`config.mk`:
```
export PLATFORM = sky130hd
export DESIGN_NAME = tile_renderer
export DESIGN_NICKNAME = d
export VERILOG_FILES = /design/src/rtl/tank_pkg.sv /design/src/rtl/tile_scan_counter.sv /design/src/rtl/tile_renderer.sv
export SDC_FILE = /design/constraint.sdc
export NUM_CORES = 1
export LEC_CHECK = 0
export BUFFER_PORTS_ARGS = -buffer_cell sky130_fd_sc_hd__clkbuf_2
export CORE_ASPECT_RATIO = 2
export CORE_MARGIN = 4
export CORE_UTILIZATION = 49
export CTS_BUF_LIST = sky130_fd_sc_hd__clkbuf_16
export DETAILED_ROUTE_END_ITERATION = 7
export GPL_TIMING_DRIVEN = 0
export PLACE_DENSITY = 0.71
export SYNTH_ARGS = -nofsm -noshare
export SYNTH_HDL_FRONTEND = slang
export SYNTH_SLANG_ARGS = --single-unit
```
`constraint.sdc`:
```
create_clock -name clock -period 3.95 [get_ports clock]
set_clock_uncertainty 0.15 [all_clocks]
set_input_delay 0.1975 -clock clock [delete_from_list [all_inputs] [get_ports clock]]
set_output_delay 0.1975 -clock clock [all_outputs]
set_load 0.02 [all_outputs]
```
`src/rtl/tank_pkg.sv`:
```
`default_nettype none
// ============================================================================
//  Module      : tank_pkg
//  Description : Shared definitions for the tank-game tile renderer: cell
//                content bit positions, direction codes, palette, FSM states
//                and a small range helper for sprite hit tests.
//  Revision    : 1.0  initial parametrised release
// ============================================================================
package tank_pkg;

    // Bit positions inside the cell content byte
    localparam int WALL_BIT  = 7;
    localparam int TANK1_BIT = 6;
    localparam int TANK2_BIT = 5;
    localparam int PROJ_BIT  = 4;

    // Gun barrel direction, taken from content bits 1:0
    typedef enum logic [1:0] {
        DIR_UP    = 2'b00,
        DIR_DOWN  = 2'b01,
        DIR_LEFT  = 2'b10,
        DIR_RIGHT = 2'b11
    } dir_t;

    // Palette
    localparam logic [2:0] COL_BG    = 3'b000;
    localparam logic [2:0] COL_WALL  = 3'b111;
    localparam logic [2:0] COL_TANK1 = 3'b001;
    localparam logic [2:0] COL_TANK2 = 3'b010;
    localparam logic [2:0] COL_PROJ  = 3'b110;

    // Renderer control states
    typedef enum logic [1:0] {
        ST_IDLE = 2'd0,
        ST_SCAN = 2'd1,
        ST_DONE = 2'd2
    } state_t;

    // Decoded cell content; only the fields the renderer acts on
    typedef struct packed {
        logic wall;
        logic tank1;
        logic tank2;
        logic proj;
        dir_t dir;
    } cell_t;

    // Inclusive range test used by every sprite rectangle
    function automatic logic in_range(input int v, input int lo, input int hi);
        return (v >= lo) && (v <= hi);
    endfunction

endpackage
`default_nettype wire

```
`src/rtl/tile_scan_counter.sv`:
```
`default_nettype none
// ============================================================================
//  Module      : tile_scan_counter
//  Description : Row-major px/py raster counter over one tile. Exposes the
//                coordinates that follow the current pixel and a flag that
//                marks the final pixel of the tile.
//  Revision    : 1.0  initial release
// ============================================================================
module tile_scan_counter #(
    parameter int TILE_W = 16,
    parameter int TILE_H = 12,
    parameter int PX_W   = $clog2(TILE_W),
    parameter int PY_W   = $clog2(TILE_H)
) (
    input  logic            clock,
    input  logic            resetn,
    input  logic            i_clear,
    input  logic            i_enable,
    output logic [PX_W-1:0] o_nxt_px,
    output logic [PY_W-1:0] o_nxt_py,
    output logic            o_last
);

    logic [PX_W-1:0] r_px;
    logic [PY_W-1:0] r_py;
    logic            w_px_wrap;
    logic            w_py_wrap;

    // Successor coordinates and end-of-tile detection
    always_comb begin
        w_px_wrap = (r_px == PX_W'(TILE_W - 1));
        w_py_wrap = (r_py == PY_W'(TILE_H - 1));
        o_last    = w_px_wrap && w_py_wrap;
        o_nxt_px  = w_px_wrap ? '0 : r_px + PX_W'(1);
        if (w_px_wrap) begin
            o_nxt_py = w_py_wrap ? '0 : r_py + PY_W'(1);
        end else begin
            o_nxt_py = r_py;
        end
    end

    // Counter register: clear wins over advance
    always_ff @(posedge clock or negedge resetn) begin
        if (!resetn) begin
            r_px <= '0;
            r_py <= '0;
        end else if (i_clear) begin
            r_px <= '0;
            r_py <= '0;
        end else if (i_enable) begin
            r_px <= o_nxt_px;
            r_py <= o_nxt_py;
        end
    end

endmodule
`default_nettype wire

```
`src/rtl/tile_renderer.sv`:
```
`default_nettype none
// ============================================================================
//  Module      : tile_renderer
//  Description : Accepts one grid cell through a start/ready handshake and
//                raster-scans the whole tile, emitting one registered pixel
//                per clock (background, wall, tank body + barrel, projectile)
//                to the VGA adapter, then pulses done.
//  Revision    : 1.0  initial parametrised release
// ============================================================================
module tile_renderer
    import tank_pkg::*;
#(
    parameter int TILE_W   = 16,
    parameter int TILE_H   = 12,
    parameter int COL_BITS = 4,
    parameter int ROW_BITS = 4,
    parameter int X_W      = 8,
    parameter int Y_W      = 7,
    parameter int COLOUR_W = 3
) (
    input  logic                         clock,
    input  logic                         resetn,
    input  logic                         start,
    input  logic [COL_BITS+ROW_BITS-1:0] address,
    input  logic [7:0]                   position,
    output logic                         ready,
    output logic                         plot,
    output logic [X_W-1:0]               x,
    output logic [Y_W-1:0]               y,
    output logic [COLOUR_W-1:0]          colour,
    output logic                         done
);

    localparam int ADDR_W = COL_BITS + ROW_BITS;
    localparam int PX_W   = $clog2(TILE_W);
    localparam int PY_W   = $clog2(TILE_H);
    localparam int CX     = TILE_W / 2;
    localparam int CY     = TILE_H / 2;

    state_t            r_state;
    state_t            w_state_nxt;
    logic [ADDR_W-1:0] r_addr;
    cell_t             r_cell;
    cell_t             w_in_cell;

    logic              w_accept;
    logic              w_advance;
    logic              w_emit;
    logic [PX_W-1:0]   w_nxt_px;
    logic [PY_W-1:0]   w_nxt_py;
    logic              w_last;

    logic [ADDR_W-1:0] w_src_addr;
    cell_t             w_src_cell;
    logic [PX_W-1:0]   w_src_px;
    logic [PY_W-1:0]   w_src_py;
    int                w_px_i;
    int                w_py_i;
    logic              w_body;
    logic              w_barrel;
    logic              w_proj;
    logic [2:0]        w_colour;
    logic [X_W-1:0]    w_x;
    logic [Y_W-1:0]    w_y;
    logic              w_unused_pos;

    // Reserved content bits carry no meaning for drawing
    assign w_unused_pos = &{1'b0, position[3:2]};

    assign w_in_cell = '{
        wall:  position[WALL_BIT],
        tank1: position[TANK1_BIT],
        tank2: position[TANK2_BIT],
        proj:  position[PROJ_BIT],
        dir:   dir_t'(position[1:0])
    };

    // A request is taken whenever we are not mid-scan (IDLE or DONE)
    assign w_accept  = start && (r_state != ST_SCAN);
    assign w_advance = (r_state == ST_SCAN) && !w_last;
    assign w_emit    = w_accept || w_advance;

    tile_scan_counter #(
        .TILE_W (TILE_W),
        .TILE_H (TILE_H),
        .PX_W   (PX_W),
        .PY_W   (PY_W)
    ) u_scan (
        .clock    (clock),
        .resetn   (resetn),
        .i_clear  (w_accept),
        .i_enable (w_advance),
        .o_nxt_px (w_nxt_px),
        .o_nxt_py (w_nxt_py),
        .o_last   (w_last)
    );

    // State register
    always_ff @(posedge clock or negedge resetn) begin
        if (!resetn) begin
            r_state <= ST_IDLE;
        end else begin
            r_state <= w_state_nxt;
        end
    end

    // Next-state logic
    always_comb begin
        w_state_nxt = r_state;
        case (r_state)
            ST_IDLE: if (start)  w_state_nxt = ST_SCAN;
            ST_SCAN: if (w_last) w_state_nxt = ST_DONE;
            ST_DONE: w_state_nxt = start ? ST_SCAN : ST_IDLE;
            default: w_state_nxt = ST_IDLE;
        endcase
    end

    // Capture the cell on acceptance; held constant for the whole scan
    always_ff @(posedge clock or negedge resetn) begin
        if (!resetn) begin
            r_addr <= '0;
            r_cell <= '0;
        end else if (w_accept) begin
            r_addr <= address;
            r_cell <= w_in_cell;
        end
    end

    // Pixel about to be registered: the first pixel comes straight from the
    // request so plot can rise the cycle after acceptance
    always_comb begin
        w_src_addr = w_accept ? address   : r_addr;
        w_src_cell = w_accept ? w_in_cell : r_cell;
        w_src_px   = w_accept ? '0        : w_nxt_px;
        w_src_py   = w_accept ? '0        : w_nxt_py;
        w_x = X_W'(32'(w_src_addr[COL_BITS-1:0]) * TILE_W + 32'(w_src_px));
        w_y = Y_W'(32'(w_src_addr[ADDR_W-1:COL_BITS]) * TILE_H + 32'(w_src_py));
    end

    // Sprite hit test and colour priority
    always_comb begin
        w_px_i   = int'(w_src_px);
        w_py_i   = int'(w_src_py);
        w_body   = in_range(w_px_i, CX - 4, CX + 3) && in_range(w_py_i, CY - 4, CY + 3);
        w_proj   = in_range(w_px_i, CX - 1, CX)     && in_range(w_py_i, CY - 1, CY);
        w_barrel = 1'b0;
        case (w_src_cell.dir)
            DIR_UP:    w_barrel = in_range(w_px_i, CX - 1, CX)     && in_range(w_py_i, CY - 6, CY - 5);
            DIR_DOWN:  w_barrel = in_range(w_px_i, CX - 1, CX)     && in_range(w_py_i, CY + 4, CY + 5);
            DIR_LEFT:  w_barrel = in_range(w_px_i, CX - 6, CX - 5) && in_range(w_py_i, CY - 1, CY);
            DIR_RIGHT: w_barrel = in_range(w_px_i, CX + 4, CX + 5) && in_range(w_py_i, CY - 1, CY);
            default:   w_barrel = 1'b0;
        endcase

        w_colour = COL_BG;
        if (w_src_cell.wall) begin
            w_colour = COL_WALL;
        end else if (w_src_cell.tank1) begin
            w_colour = (w_body || w_barrel) ? COL_TANK1 : COL_BG;
        end else if (w_src_cell.tank2) begin
            w_colour = (w_body || w_barrel) ? COL_TANK2 : COL_BG;
        end else if (w_src_cell.proj) begin
            w_colour = w_proj ? COL_PROJ : COL_BG;
        end
    end

    // Registered handshake/status outputs follow the next state
    always_ff @(posedge clock or negedge resetn) begin
        if (!resetn) begin
            ready <= 1'b1;
            plot  <= 1'b0;
            done  <= 1'b0;
        end else begin
            ready <= (w_state_nxt != ST_SCAN);
            plot  <= (w_state_nxt == ST_SCAN);
            done  <= (w_state_nxt == ST_DONE);
        end
    end

    // Registered pixel outputs; hold their last value between renders
    always_ff @(posedge clock or negedge resetn) begin
        if (!resetn) begin
            x      <= '0;
            y      <= '0;
            colour <= '0;
        end else if (w_emit) begin
            x      <= w_x;
            y      <= w_y;
            colour <= COLOUR_W'(w_colour);
        end
    end

endmodule
`default_nettype wire

```
==> flow_metrics.env <==
export IMPL_antenna_found_initial=0
export IMPL_nNetsFinal=337
export IMPL_cts_tree="done"
export IMPL_htree_levels=2
export IMPL_ys_warn_count=0
export IMPL_cp_cell_sequence="nor2b_1 -> nor2_1 -> clkbuf_1 -> nand2_1 -> nand2_1 -> ha_1 -> fa_1 -> nand2_1 -> o21ai_0 -> a31o_2 -> a31oi_1"
export IMPL_ys_seq_area_share_pct=43.0
export IMPL_die_y_um=104
export IMPL_crit_top_cell="nand2_1"
export IMPL_initial_core_util_pct=51.3
export IMPL_dieWidth_um=56.1
export IMPL_dp_cells=346
export IMPL_worst_ir_drop_vdd_uv=613
export IMPL_setup_viol=0
export IMPL_ctsLongestPathBuffers=2
export IMPL_dieArea_um2=5850
export IMPL_rows=34
export IMPL_avgSynthCellArea_um2=8.91
export IMPL_yosys_area_share_adder_pct=7.82
export IMPL_worstSetupPathType="register to register"
export IMPL_endpoint_kind="register"
export IMPL_ioPinCount=40
export IMPL_cp_data_required_time_ps=4000
export IMPL_seq_area_um2=977
export IMPL_grtUsageTotal_pct=21.0
export IMPL_layout_min_cycle_time_ps=3510
export IMPL_synth_distinct_cells=53
export IMPL_gr_total_overflow=0
export IMPL_p_leak_nw=1.33
export IMPL_syn_nets=287
export IMPL_fin_util_pct=61.4
export IMPL_cap_violations=0
export IMPL_crit_path_max_fanout=10
export IMPL_fill_cells=410
export IMPL_cts_hold_buf=6
export IMPL_timing_fmax_ghz=0.285
export IMPL_synth_enable_flop_cells=0
export IMPL_cpPeakStageDelay_ps=590
export IMPL_hpwl_um=4190
export IMPL_syn_inst=255
export IMPL_start_kind="register"
export IMPL_sequentialPowerShare_pct=28.2
export IMPL_antenna_cells=0
export IMPL_crit_buf_inv=1
export IMPL_dr_pass1_iters=4
export IMPL_clk_latency_ps=280
export IMPL_pwr_share_comb_pct=56.0
export IMPL_routedWlPerCell_um=15.7
export IMPL_vias=2046
export IMPL_wl_um=5650
export IMPL_grt_pass1_vias=2152
export IMPL_io_buffers=37
export IMPL_tns_ps=0
export IMPL_place_congestion=0.856
export IMPL_p_sw_mw=1.06
export IMPL_ctsResizeCount=0
export IMPL_powerDensity_nw_per_um2=880
export IMPL_synth_xor_area_share_pct=1.93
export IMPL_drcViolationCount=0
export IMPL_max_slew_margin_pct=34.1
export IMPL_grt_setup_unrepaired="no"
export IMPL_syn_to_final_growth_pct=19.7
export IMPL_slew_violations=0
export IMPL_root_buffer="clkbuf_16"
export IMPL_path_delay_family="simple AND/OR/NAND/NOR gates"
export IMPL_status="complete, no violations"
export IMPL_layoutNonFillerInstCount=359
export IMPL_worstPathArrival_ps=3560
export IMPL_swShare_pct=44.2
export IMPL_drive_above_1_share_pct=21.0
export IMPL_yosys_area_share_simple_pct=23.4
export IMPL_core_area_um2=4420
export IMPL_via_per_inst=5.70
export IMPL_power_mw=2.39
export IMPL_synthArstFlopShare_pct=100
export IMPL_grt_pass1_wl_um=9790
export IMPL_path_clk_slew_ps=60
export IMPL_clockPowerShare_pct=15.8
export IMPL_crit_path_top_delay_cell="nor2_1"
export IMPL_ys_flop_type="dfrtp_1"
export IMPL_hold_worst_slack_ps=10.8
export IMPL_cts_sinks=39
export IMPL_grt_start_max_net_pins=40
export IMPL_fin_crit_sh_pct=88.9
export IMPL_hold_viol=0
export IMPL_synth_area_um2=2270
export IMPL_tightest_slew_ps=988
export IMPL_synth_top_family_by_area="simple AND/OR/NAND/NOR gates"
export IMPL_synth_compound_area_share_pct=15.4
export IMPL_multi_input_area_um2=1170
export IMPL_internal_power_mw=1.33
export IMPL_drtIter0Drc=44
export IMPL_postCtsSetupRepairBufs=0
export IMPL_ant_nets=0
export IMPL_ys_seq_elements=39
export IMPL_cts_buffers=5
export IMPL_hold_class="primary input to register"
export IMPL_synthMuxAreaShare_pct=2.92
[state kept, by name (all words and copies together) (netlist names), 2 cells and up]
name,cells
u_scan.r_px,3
r_addr,8
u_scan.r_py,4
y,5
x,5
colour,3
r_state,2
r_cell,6
[synthesized netlist by cell type (4+ instances only)]
library cell  number  area (um2)
dfrtp_1           38         951
a31oi_1            5        31.3
nand2_1           68         255
nor2_1            13        48.8
nand4_1            4        25.0
ha_1              11         138
a21oi_1           12        60.1
nor3_1             5        25.0
mux2i_1            4        40.0
clkbuf_1           9        33.8
o21ai_0           14        70.1
inv_1             11        41.3
[tightest hold or removal path, delay by kind of cell]
kind / cells / cell delay [ps]
and+or+nand+nor: 2 / 130
buffers and inverters: 1 / 80
[layout make-up]
class / instances / share of cell area [%]
Timing Repair Buffer: 43 / 9.02
Clock inverter: 2 / 0.322
Clock buffer: 5 / 4.60
Multi-Input combinational cell: 190 / 43.0
Buffer: 15 / 3.08
Inverter: 11 / 1.52
Tap cell: 54 / 2.49
Sequential cell: 39 / 36.0
[kinds of logic after synthesis]
kind of cell | after synthesis
AOI/OAI and AO/OA | 52
muxes | 6
adders and majority gates | 13
DFF | 39
and+or+nand+nor | 114
xor gates and xnor gates | 5
buffers and inverters | 26
[final timing paths]
check	from	endpoint	slack [ps]	depth (start not counted)
max	r_state[0]$_DFF_PN0_	y[6]$_DFFE_PN0P_	440	11
min	position[5]	r_cell[3]$_DFF_PN0_	10	3
max reg2reg	r_state[0]$_DFF_PN0_	y[6]$_DFFE_PN0P_	440	11
min reg2reg	r_addr[0]$_DFF_PN0_	r_addr[0]$_DFF_PN0_	320	2
max in group asynchronous	resetn	r_addr[0]$_DFF_PN0_	2580	2
min in group asynchronous	resetn	r_state[0]$_DFF_PN0_	460	2
[routing by layer]
| layer | track usage (%) | up-vias | part of all wire (%) |
|---|---|---|---|
| li1 | - | 974 | - |
| met4 | 10.4 | 0 | 3.3 |
| met2 | 38.4 | 61 | 56 |
| met1 | 22.5 | 995 | 37 |
| met5 | 0 | - | 0 |
| met3 | 3.23 | 16 | 3.5 |
[through the flow]
stage | worst slack [ps] | cell area, um2
floorplan | 1100 | 2270
global placement | 466 | 2520
detailed placement | 476 | 2520
CTS | 455 | 2720
global route | 81.7 | 2720
finish | 437 | 2720
[power by group through the flow]
| stage | combinational [mW] | sequential (mW) | clock [mW] |
|---|---|---|---|
| CTS | 1.34 | 0.674 | 0.385 |
| detailed placement | 1.33 | 0.678 | 0 |
| floorplan | 0.897 | 0.759 | 0 |
| global route | 1.50 | 0.695 | 0.401 |
| global placement | 1.29 | 0.674 | 0 |
| finish | 1.34 | 0.675 | 0.378 |
[layout by cell type, fill, tap and decap left out, drive strengths merged, types with 2 or more instances in the layout]
| cell type | instances |
|---|---|
| a21oi | 13 |
| a31oi | 5 |
| and3 | 2 |
| and4 | 3 |
| buf | 6 |
| clkbuf | 51 |
| clkinv | 2 |
| dfrtp | 38 |
| dlygate4sd3 | 6 |
| fa | 2 |
| ha | 11 |
| inv | 11 |
| mux2 | 2 |
| mux2i | 4 |
| nand2 | 68 |
| nand2b | 2 |
| nand3 | 4 |
| nand3b | 2 |
| nand4 | 4 |
| nor2 | 13 |
| nor2b | 3 |
| nor3 | 6 |
| nor4b | 2 |
| o21ai | 14 |
| o22ai | 2 |
| o311ai | 2 |
| o31ai | 3 |
| or3 | 3 |
| xnor2 | 3 |
| xor2 | 2 |
(Power assumes the default switching activity.)
